--- src/rtl/clock_period_monitor.sv ---
`default_nettype none
// ============================================================================
// Module   : clock_period_monitor
// Brief    : Synchronises a slow free-running clock into clk_i, emits a tick
//            per rising edge, measures period and high time, and reports lock
//            to an expected period plus a sticky stall timeout.
//            Optional duty-cycle check: define CLOCK_PERIOD_MONITOR_DUTY_CHECK_EN
//            to add duty_err_o and fold duty tolerance into lock.
// Revision : 1.0 - initial release
// ============================================================================
module clock_period_monitor #(
    parameter int CNT_W       = 28,
    parameter int SYNC_STAGES = 2,
    parameter int EXP_PERIOD  = 100000000,
    parameter int TOL         = 16,
    parameter int TIMEOUT     = 200000000
) (
    input  logic             clk_i,
    input  logic             reset,
    input  logic             sig_i,
    output logic             tick_o,
    output logic [CNT_W-1:0] period_o,
    output logic [CNT_W-1:0] high_o,
    output logic             meas_valid_o,
    output logic             locked_o,
    output logic             timeout_o
`ifdef CLOCK_PERIOD_MONITOR_DUTY_CHECK_EN
    ,
    output logic             duty_err_o
`endif
);

    // Lock window bounds, clamped into the unsigned counter range.
    localparam longint c_max    = (longint'(1) << CNT_W) - 1;
    localparam longint c_lo_raw = longint'(EXP_PERIOD) - longint'(TOL);
    localparam longint c_hi_raw = longint'(EXP_PERIOD) + longint'(TOL);
    localparam longint c_lo_l   = (c_lo_raw < 0) ? 0 : c_lo_raw;
    localparam longint c_hi_l   = (c_hi_raw > c_max) ? c_max : c_hi_raw;
    localparam logic [CNT_W-1:0] c_win_lo  = CNT_W'(c_lo_l);
    localparam logic [CNT_W-1:0] c_win_hi  = CNT_W'(c_hi_l);
    localparam logic [CNT_W-1:0] c_timeout = CNT_W'(TIMEOUT);

    typedef enum logic [1:0] {
        S_IDLE    = 2'd0,
        S_MEASURE = 2'd1
    } state_t;

    state_t r_state;
    state_t w_state_next;

    logic [SYNC_STAGES-1:0] r_sync;
    logic                   r_hist;
    logic [CNT_W-1:0]       r_cnt;
    logic [CNT_W-1:0]       r_high_cap;
    logic                   r_fall_seen;
    logic [1:0]             r_match;

    logic w_sync_out;
    logic w_rise;
    logic w_fall;
    logic w_meas;
    logic w_timeout_evt;
    logic w_in_win;
    logic w_match_ok;
    logic [CNT_W-1:0] w_high_eff;

    assign w_sync_out = r_sync[SYNC_STAGES-1];
    assign w_rise     = w_sync_out & ~r_hist;
    assign w_fall     = ~w_sync_out & r_hist;
    assign w_meas     = w_rise && (r_state == S_MEASURE);
    assign w_in_win   = (r_cnt >= c_win_lo) && (r_cnt <= c_win_hi);
    // A rise with no fall since the previous rise reports the full period as high time.
    assign w_high_eff = r_fall_seen ? r_high_cap : r_cnt;

`ifdef CLOCK_PERIOD_MONITOR_DUTY_CHECK_EN
    logic [CNT_W:0] w_twice_high;
    logic [CNT_W:0] w_per_ext;
    logic [CNT_W:0] w_duty_diff;
    logic           w_duty_bad;

    assign w_twice_high = {w_high_eff, 1'b0};
    assign w_per_ext    = {1'b0, r_cnt};
    assign w_duty_diff  = (w_twice_high >= w_per_ext) ? (w_twice_high - w_per_ext)
                                                      : (w_per_ext - w_twice_high);
    assign w_duty_bad   = w_duty_diff > (CNT_W+1)'(TOL);
    assign w_match_ok   = w_in_win && !w_duty_bad;

    // Duty error refreshes alongside every completed measurement.
    always_ff @(posedge clk_i) begin
        if (reset) begin
            duty_err_o <= 1'b0;
        end else if (w_meas) begin
            duty_err_o <= w_duty_bad;
        end
    end
`else
    assign w_match_ok = w_in_win;
`endif

    // State register.
    always_ff @(posedge clk_i) begin
        if (reset) begin
            r_state <= S_IDLE;
        end else begin
            r_state <= w_state_next;
        end
    end

    // Next-state: a rise always wins over a coincident timeout.
    always_comb begin
        w_state_next  = r_state;
        w_timeout_evt = 1'b0;
        case (r_state)
            S_IDLE: begin
                if (w_rise) begin
                    w_state_next = S_MEASURE;
                end
            end
            S_MEASURE: begin
                if (!w_rise && (r_cnt == c_timeout)) begin
                    w_state_next  = S_IDLE;
                    w_timeout_evt = 1'b1;
                end
            end
            default: w_state_next = S_IDLE;
        endcase
    end

    // Synchroniser chain, edge history and the tick strobe.
    always_ff @(posedge clk_i) begin
        if (reset) begin
            r_sync <= '0;
            r_hist <= 1'b0;
            tick_o <= 1'b0;
        end else begin
            r_sync <= {r_sync[SYNC_STAGES-2:0], sig_i};
            r_hist <= w_sync_out;
            tick_o <= w_rise;
        end
    end

    // Free-running saturating cycle counter, restarted at 1 on each rise.
    always_ff @(posedge clk_i) begin
        if (reset) begin
            r_cnt <= '0;
        end else if (w_rise) begin
            r_cnt <= CNT_W'(1);
        end else if (r_cnt != {CNT_W{1'b1}}) begin
            r_cnt <= r_cnt + CNT_W'(1);
        end
    end

    // High-time capture and publishing of completed measurements.
    always_ff @(posedge clk_i) begin
        if (reset) begin
            r_high_cap   <= '0;
            r_fall_seen  <= 1'b0;
            period_o     <= '0;
            high_o       <= '0;
            meas_valid_o <= 1'b0;
        end else begin
            meas_valid_o <= w_meas;
            if (w_rise) begin
                r_fall_seen <= 1'b0;
            end else if (w_fall && (r_state == S_MEASURE)) begin
                r_fall_seen <= 1'b1;
                r_high_cap  <= r_cnt;
            end
            if (w_meas) begin
                period_o <= r_cnt;
                high_o   <= w_high_eff;
            end
        end
    end

    // Lock tracking and the sticky timeout flag.
    always_ff @(posedge clk_i) begin
        if (reset) begin
            r_match   <= 2'd0;
            locked_o  <= 1'b0;
            timeout_o <= 1'b0;
        end else if (w_timeout_evt) begin
            r_match   <= 2'd0;
            locked_o  <= 1'b0;
            timeout_o <= 1'b1;
        end else begin
            locked_o <= (r_match == 2'd2);
            if (w_rise) begin
                timeout_o <= 1'b0;
            end
            if (w_meas) begin
                if (w_match_ok) begin
                    r_match <= (r_match == 2'd2) ? 2'd2 : r_match + 2'd1;
                end else begin
                    r_match <= 2'd0;
                end
            end
        end
    end

endmodule
`default_nettype wire

--- config.mk ---
export PLATFORM = sky130hd
export DESIGN_NAME = clock_period_monitor
export DESIGN_NICKNAME = d
export VERILOG_FILES = /design/src/rtl/clock_period_monitor.sv
export SDC_FILE = /design/constraint.sdc
export NUM_CORES = 1
export LEC_CHECK = 0
export CORE_AREA = 2 2 101 103
export DETAILED_ROUTE_END_ITERATION = 8
export DIE_AREA = 0 0 103 105
export PLACE_DENSITY = 0.75
export SLEW_MARGIN = 10
export SYNTH_ARGS = -nofsm -noshare
export SYNTH_HDL_FRONTEND = slang
export SYNTH_SLANG_ARGS = --single-unit
--- constraint.sdc ---
create_clock -name clk_i -period 2.7 [get_ports clk_i]
set_clock_uncertainty 0.15 [all_clocks]
set_input_delay 0.54 -clock clk_i [delete_from_list [all_inputs] [get_ports clk_i]]
set_output_delay 0.54 -clock clk_i [all_outputs]
set_load 0.05 [all_outputs]
==> impl_metrics.sql, run 1 <==
INSERT INTO impl_metrics (metric_group, metric, value, unit) VALUES
('status', 'outcome', 'finished, final reports clean', ''),
('setup_path', 'crit_chain', 'clkdlybuf4s50_1', ''),
('placement', 'port_buffers', '62', ''),
('yosys', 'synthDominantAreaCellType', 'sky130_fd_sc_hd__dfxtp_1', ''),
('cts', 'clk_lat_worst_skew', '0.52', 'ns'),
('routing', 'detail_route.wl_per_cell', '15.87', 'um'),
('setup_path', 'cp.depth', '1', ''),
('yosys', 'asyncSetResetFlopFracSynth', '0', '%'),
('setup_path', 'worst-path-buf-inv', '1', ''),
('cts', 'path_clk_slew', '0.06', 'ns'),
('setup_path', 'reg2reg_from', 'r_cnt[5]', ''),
('pwr', 'p_comb_share', '2.8', '%'),
('sta', 'final_period_minus_worst_setup_slack', '2.393', 'ns'),
('sta', 'worst_slew_margin_rel', '57.35', '%'),
('finish', 'antenna-diode-count', '0', ''),
('setup_path', 'critical-path-max-stage-delay', '0.82', 'ns'),
('routing', 'via_count', '4577', ''),
('setup_path', 'rrSetupSlack', '0.34', 'ns'),
('setup_path', 'rr_endpoint', 'r_cnt[18]', ''),
('routing', 'vias_per_cell', '5.623', ''),
('pwr', 'p_seq_share', '41.0', '%'),
('cts', 'cts_setup_buffers', '0', ''),
('die', 'placement_rows', '36', ''),
('yosys', 'synth_largest_type_area_fraction', '46.45', '%'),
('die', 'die_height', '105', 'um'),
('yosys', 'synth_area_leaders', 'sky130_fd_sc_hd__dfxtp_1 (46%), sky130_fd_sc_hd__nand2_1 (9.5%), sky130_fd_sc_hd__a21oi_1 (7.0%)', ''),
('sta', 'max_freq', '417.9', 'MHz'),
('job', 'cap_viol_max_count', '0', ''),
('yosys', 'synth-edff-count', '0', ''),
('finish', 'finalInstanceArea', '6561', 'um^2'),
('yosys', 'count_of_unique_library_cells_instantiated_by_yosys', '52', ''),
('die', 'floorplan.initialDensity', '55.00', '%'),
('grt', 'grt_pass1_wl', '21230', 'um'),
('finish', 'nNetsFinal', '676', ''),
('sta', 'finalSetupTns', '0', 'ns'),
('yosys', 'post_synth.cell_area_avg', '8.322', 'um^2'),
('cts', 'cts-htree-levels', '4', ''),
('die', 'die_w', '103', 'um'),
('routing', 'detail_route.iter0.violations', '256', ''),
('cts', 'cts_made_buffers', '17', ''),
('cts', 'cts_num_sinks', '123', ''),
('finish', 'syn2layout_area_growth', '23.77', '%'),
('sta', 'unrepaired_setup_endpoints_after_global_routing', 'false', ''),
('setup_path', 'critPathArrivalTime', '1.70', 'ns'),
('yosys', 'synth.yosys.warnings', '0', ''),
('die', 'core', '9639', 'um^2'),
('yosys', 'flip_flop_and_latch_count_after_synthesis', '123', ''),
('worst_hold_path', 'hold_path.class', 'flip-flop to flip-flop', ''),
('yosys', 'postSynth.topFlopCell', 'sky130_fd_sc_hd__dfxtp_1', ''),
('sta', 'worst_slew_pin_slew', '0.6236', 'ns'),
('pwr', 'cellLeakagePower', '2.089', 'nW'),
('cts', 'tritoncts', 'built', ''),
('yosys', 'yosys.cell_count.top_type', 'sky130_fd_sc_hd__nand2_1', ''),
('die', 'number_of_primary_i_o_pins', '63', ''),
('grt', 'antenna_violations_before_repair', '0', ''),
('routing', 'detail_route.drc_violations', '0', ''),
('cts', 'clockRootBuffer', 'sky130_fd_sc_hd__clkbuf_8', ''),
('pwr', 'power.internal', '3.591', 'mW'),
('setup_path', 'endpoint', 'high_o[19]', ''),
('sta', 'setup_viol', '0', ''),
('sta', 'drv_slew', '0', ''),
('placement', 'dpl.hpwl', '8658', 'um'),
('yosys', 'syn_nets', '644', ''),
('grt', 'vias_in_the_first_global_route', '4220', ''),
('setup_path', 'critical_path_class', 'flip-flop to primary output', ''),
('setup_path', 'critical_path.top_delay_family', 'buffers and inverters', ''),
('cts', 'cts_max_path_buffers', '2', ''),
('grt', 'grt_overflow', '0', ''),
('sta', 'final_hold_viol_count', '0', ''),
('grt', 'track_usage', '25.10', '%'),
('cts', 'post_cts.resized_instances', '0', '');
[placed cells by master (no fill, tap or decap), types with 2 or more instances in the layout]
master and n:
sky130_fd_sc_hd__nor4b_1 2, sky130_fd_sc_hd__buf_4 13, sky130_fd_sc_hd__nor2b_1 4, sky130_fd_sc_hd__nor2_1 49, sky130_fd_sc_hd__inv_1 8, sky130_fd_sc_hd__nor4bb_1 2
sky130_fd_sc_hd__clkdlybuf4s50_1 61, sky130_fd_sc_hd__a21oi_1 74, sky130_fd_sc_hd__o211ai_1 5, sky130_fd_sc_hd__nand3b_1 2, sky130_fd_sc_hd__ha_1 4, sky130_fd_sc_hd__dfxtp_1 123
sky130_fd_sc_hd__bufinv_16 6, sky130_fd_sc_hd__and3_1 5, sky130_fd_sc_hd__nand2_1 134, sky130_fd_sc_hd__and4_1 3, sky130_fd_sc_hd__clkinv_2 3, sky130_fd_sc_hd__xnor2_1 7
sky130_fd_sc_hd__clkbuf_8 3, sky130_fd_sc_hd__nor3_1 8, sky130_fd_sc_hd__and3_2 2, sky130_fd_sc_hd__a211oi_1 30, sky130_fd_sc_hd__mux2i_1 29, sky130_fd_sc_hd__o31ai_1 6
sky130_fd_sc_hd__nor3b_1 3, sky130_fd_sc_hd__o21a_1 2, sky130_fd_sc_hd__nor4_1 2, sky130_fd_sc_hd__clkinvlp_4 2, sky130_fd_sc_hd__a2111oi_0 2, sky130_fd_sc_hd__nand4_1 11
sky130_fd_sc_hd__nand3_1 14, sky130_fd_sc_hd__nand2b_1 2, sky130_fd_sc_hd__or3_1 5, sky130_fd_sc_hd__clkbuf_16 16, sky130_fd_sc_hd__and4_4 2, sky130_fd_sc_hd__o21ai_0 5
sky130_fd_sc_hd__or4_1 8, sky130_fd_sc_hd__a31oi_1 3
[state kept, by name, summed over array words and instances, names as in the netlist]
register,flops
period_o,28
tick_o,1
locked_o,1
high_o,28
r_fall_seen,1
r_match,2
r_cnt,28
meas_valid_o,1
r_sync,2
r_high_cap,28
timeout_o,1
r_hist,1
r_state,1
[worst reg2reg max path, stage by stage, from the launching register on]
cell,delay [ns]
sky130_fd_sc_hd__dfxtp_1,0.56
sky130_fd_sc_hd__and4_1,0.40
sky130_fd_sc_hd__nand3_1,0.18
sky130_fd_sc_hd__nor3_1,0.55
sky130_fd_sc_hd__a31oi_1,0.16
sky130_fd_sc_hd__a41o_2,0.25
[power groups by stage]
stage                     logic (mW)  registers, mW  clock network [mW]
after floorplan               0.0659           1.90                   0
after global placement         0.121           1.88                   0
after detailed placement       0.123           1.88                   0
after CTS                      0.123           1.84                2.56
after global routing           0.134           1.84                2.64
final                          0.124           1.84                2.52
[final cells by class]
cell class,count,area (um^2)
sequential,123,2462
inverter,8,30.03
multi-input combinational,443,2509
fill,834,3078
clock buffer,19,441.7
tap,133,166.4
clock inverter,12,219.0
timing repair buffer,76,733.2
[cell families (layout without fill, tap and decap cells)]
logic type	after synthesis	in the layout	synth area share, %
AOI/OAI and AO/OA	135	135	15.65
xor gates and xnor gates	8	8	1.322
muxes	29	29	5.476
adders and majority gates	4	4	0.9441
DFF	123	123	46.45
and+or+nand+nor	267	267	23.70
buffers and inverters	71	115	6.467
[routing by layer]
layer	GRT usage (%)	wire length, um
met2	35.99	5821
met5	0	0
met4	11.47	342
met1	35.66	5995
met3	5.552	759
[worst min path at each step]
stage / to / slack [ns] / from / cells after the start
6_report: r_sync[1] / 0.29 / r_sync[0] / 1
3_5_place_dp: r_sync[1] / 0.29 / r_sync[0] / 1
4_1_cts: r_sync[1] / 0.30 / r_sync[0] / 1
5_1_grt: r_sync[1] / 0.31 / r_sync[0] / 1
2_1_floorplan: r_sync[1] / 0.26 / r_sync[0] / 1
3_3_place_gp: r_sync[1] / 0.27 / r_sync[0] / 1
[stage by stage]
step / power [mW] / instances / worst slack [ns] / hold WS (ns)
final: 4.490 / 814 / 0.3072 / 0.2938
after CTS: 4.521 / 814 / 0.2883 / 0.3031
after global placement: 2.000 / 783 / 0.4242 / 0.2694
after detailed placement: 2.003 / 783 / 0.3670 / 0.2890
after floorplan: 1.963 / 637 / 0.5777 / 0.2638
after global routing: 4.619 / 814 / 0.1240 / 0.3095
Note: power is estimated with default switching activity, not from simulation.
==> inputs of run 2 (changes only) <==
--- a/config.mk
+++ b/config.mk
@@ -13,3 +13,4 @@
 export SYNTH_ARGS = -nofsm -noshare
 export SYNTH_HDL_FRONTEND = slang
 export SYNTH_SLANG_ARGS = --single-unit
+export TNS_END_PERCENT = 50
==> constraint.sdc (replaced) <==
create_clock -name clk_i -period 2.7 [get_ports clk_i]
set_clock_uncertainty 0.15 [all_clocks]
set_input_delay 0.54 -clock clk_i [delete_from_list [all_inputs] [get_ports clk_i]]
set_output_delay 0.54 -clock clk_i [all_outputs]
set_load 0.1 [all_outputs]
==> run 2 against run 1 <==
Combinational power up 15%. Register-to-register slack about the same. Cell area down 2.4%. Die area unchanged. Sequential share of layout area up 0.92 points. Critical path depth up 6. Non-clock buffer count up 5. Flip-flop and latch count unchanged. Critical endpoint is now r_cnt[0]. Largest cell class unchanged. Highest routed layer unchanged.
==> impl_metrics.sql, run 2 (synthesis results as in run 1) <==
INSERT INTO impl_metrics (metric_group, metric, value, unit) VALUES
('die', 'number_of_primary_i_o_pins', '63', ''),
('finish', 'final.fill_count', '834', ''),
('routing', 'via_count', '4596', ''),
('setup_path', 'crit_fanout', '22', ''),
('grt', 'track_usage', '24.70', '%'),
('routing', 'first_pass_iters', '5', ''),
('sta', 'fin_crit_sh', '87.49', '%'),
('cts', 'path_clk_slew', '0.06', 'ns'),
('die', 'core', '9639', 'um^2'),
('finish', 'finish.cell_count_without_fillers', '820', ''),
('placement', 'dpl.hpwl', '8796', 'um'),
('cts', 'cts_made_buffers', '17', ''),
('routing', 'detail_route.drc_violations', '0', ''),
('cts', 'clk_lat_worst_skew', '0.52', 'ns'),
('finish', 'leading_cell_type_in_the_layout_fill_and_taps_excluded', 'sky130_fd_sc_hd__nand2_1', ''),
('pwr', 'cellLeakagePower', '2.222', 'nW'),
('die', 'placement_rows', '36', ''),
('cts', 'tritoncts', 'built', ''),
('placement', 'port_buffers', '62', ''),
('pwr', 'clkPwrFrac', '54.1', '%'),
('setup_path', 'rr_endpoint', 'r_cnt[0]', ''),
('placement', 'inst_count_dp', '788', ''),
('pwr', 'power.internal', '3.405', 'mW'),
('cts', 'cts-htree-levels', '4', ''),
('placement', 'detailedPlace.worstSlack', '0.3729', 'ns'),
('placement', 'place.gp.congestion', '0.8512', ''),
('die', 'die_w', '103', 'um'),
('routing', 'detail_route.wl_per_cell', '15.62', 'um'),
('setup_path', 'worst-endpoint-required', '2.93', 'ns'),
('finish', 'multiInputGateArea', '2509', 'um^2'),
('cts', 'cts_setup_buffers', '0', ''),
('setup_path', 'critPathArrivalTime', '2.59', 'ns'),
('sta', 'drv_slew', '0', ''),
('die', 'die_height', '105', 'um'),
('setup_path', 'worst_r2r_path_depth', '7', ''),
('finish', 'core_utilization_of_the_finished_layout', '66.43', '%'),
('pwr', 'power.switching_fraction', '21.17', '%'),
('status', 'outcome', 'finished, final reports clean', ''),
('cts', 'clockRootBuffer', 'sky130_fd_sc_hd__clkbuf_8', ''),
('grt', 'grt_overflow', '0', ''),
('sta', 'worst_slew_pin_slew', '0.6274', 'ns'),
('routing', 'detail-route-antenna-nets', '0', ''),
('setup_path', 'reg2reg_from', 'r_cnt[1]', ''),
('pwr', 'p_seq_share', '42.6', '%'),
('routing', 'vias_per_cell', '5.605', ''),
('setup_path', 'worst_setup_path_startpoint', 'r_cnt[1]', ''),
('finish', 'layout.cells.most_common_list', 'sky130_fd_sc_hd__nand2_1 (134), sky130_fd_sc_hd__dfxtp_1 (123), sky130_fd_sc_hd__buf_4 (78)', ''),
('setup_path', 'critical_path.endpoint_type', 'flip-flop', ''),
('die', 'floorplan.initialDensity', '55.00', '%'),
('sta', 'setup_viol', '0', ''),
('pwr', 'p_total', '4.320', 'mW'),
('grt', 'grt_pass1_wl', '20900', 'um'),
('job', 'cap_viol_max_count', '0', ''),
('routing', 'routed_wirelength', '12810', 'um'),
('grt', 'vias_in_the_first_global_route', '4098', ''),
('finish', 'syn2layout_area_growth', '20.79', '%'),
('sta', 'worst_slew_margin_rel', '57.85', '%'),
('setup_path', 'rrSetupSlack', '0.34', 'ns'),
('sta', 'final_period_minus_worst_setup_slack', '2.362', 'ns'),
('cts', 'cts_num_sinks', '123', ''),
('placement', 'placed_cell_area', '5788', 'um^2'),
('sta', 'postLayoutSetupSlackWorst', '0.3377', 'ns'),
('cts', 'cts_hold_buffers', '0', ''),
('grt', 'antenna_violations_before_repair', '0', ''),
('worst_hold_path', 'hold_path.class', 'flip-flop to flip-flop', ''),
('pwr', 'p_comb_share', '3.3', '%'),
('finish', 'drive_above_1_share', '17.90', '%'),
('sta', 'finalSetupTns', '0', 'ns'),
('grt', 'grt_max_degree', '57', ''),
('cts', 'cts_max_path_buffers', '2', ''),
('finish', 'ff_latch_area', '2462', 'um^2'),
('pwr', 'peakVddDrop', '0.3345', 'mV'),
('pwr', 'p_sw', '914.6', 'uW'),
('die', 'die_outline_area', '10820', 'um^2'),
('finish', 'antenna-diode-count', '0', ''),
('setup_path', 'critical_path_class', 'flip-flop to flip-flop', ''),
('sta', 'unrepaired_setup_endpoints_after_global_routing', 'false', ''),
('finish', 'finalInstanceArea', '6404', 'um^2'),
('pwr', 'power-per-cell-area', '674.5', 'nW/um^2'),
('sta', 'max_freq', '423.3', 'MHz'),
('sta', 'worst_slack_on_hold_paths', '0.2837', 'ns'),
('setup_path', 'worstSetupStartpointType', 'flip-flop', ''),
('sta', 'final_hold_viol_count', '0', ''),
('finish', 'nNetsFinal', '681', ''),
('cts', 'post_cts.resized_instances', '0', ''),
('setup_path', 'endpoint', 'r_cnt[0]', ''),
('routing', 'detail_route.iter0.violations', '333', '');
## run 2: metal layers
layer  share of wire (%)  wire [um]  up-vias  track usage [%]
li1                    -          -     2289                -
met1                  47       6065     2141            35.65
met2                  46       5842      147            36.87
met3                 5.7        724       19            5.284
met4                 1.4        178        0            7.425
met5                   0          0        -                0
## run 2: power by group through the flow
stage	sequential, mW	combinational [mW]	clock [mW]
5_1_grt	1.84	0.155	2.45
3_3_place_gp	1.88	0.141	0
4_1_cts	1.84	0.144	2.37
2_1_floorplan	1.92	0.0660	0
6_report	1.84	0.143	2.33
3_5_place_dp	1.88	0.143	0
## run 2: final cells by class
type	instances	share of cell area (%)
Clock inverter	12	2.657
Clock buffer	20	6.956
Multi-Input combinational cell	443	39.18
Timing Repair Buffer	81	9.691
Sequential cell	123	38.45
Inverter	8	0.4689
Tap cell	133	2.599
## run 2: worst max-delay path, cell delays in order (launching register included)
cell	delay [ns]
sky130_fd_sc_hd__dfxtp_1	0.44
sky130_fd_sc_hd__ha_1	0.25
sky130_fd_sc_hd__nand3_1	0.28
sky130_fd_sc_hd__nor3_1	0.39
sky130_fd_sc_hd__and4bb_1	0.24
sky130_fd_sc_hd__buf_4	0.24
sky130_fd_sc_hd__xnor2_1	0.15
sky130_fd_sc_hd__a21oi_1	0.09
## run 2: how the worst min path moves through the flow
stage	cells past startpoint	slack [ns]	endpoint	from
5_1_grt	1	0.30	r_sync[1]	r_sync[0]
6_report	1	0.28	r_sync[1]	r_sync[0]
2_1_floorplan	1	0.26	r_sync[1]	r_sync[0]
4_1_cts	1	0.29	r_sync[1]	r_sync[0]
3_5_place_dp	1	0.27	r_sync[1]	r_sync[0]
3_3_place_gp	1	0.27	r_sync[1]	r_sync[0]
==> inputs of run 3 (changes only) <==
--- a/config.mk
+++ b/config.mk
@@ -13,4 +13,4 @@
 export SYNTH_ARGS = -nofsm -noshare
 export SYNTH_HDL_FRONTEND = slang
 export SYNTH_SLANG_ARGS = --single-unit
-export TNS_END_PERCENT = 50
+export TNS_END_PERCENT = 10
==> results of run 3 <==
Same layout as run 2: the final DEF is identical, and so are final timing and power.
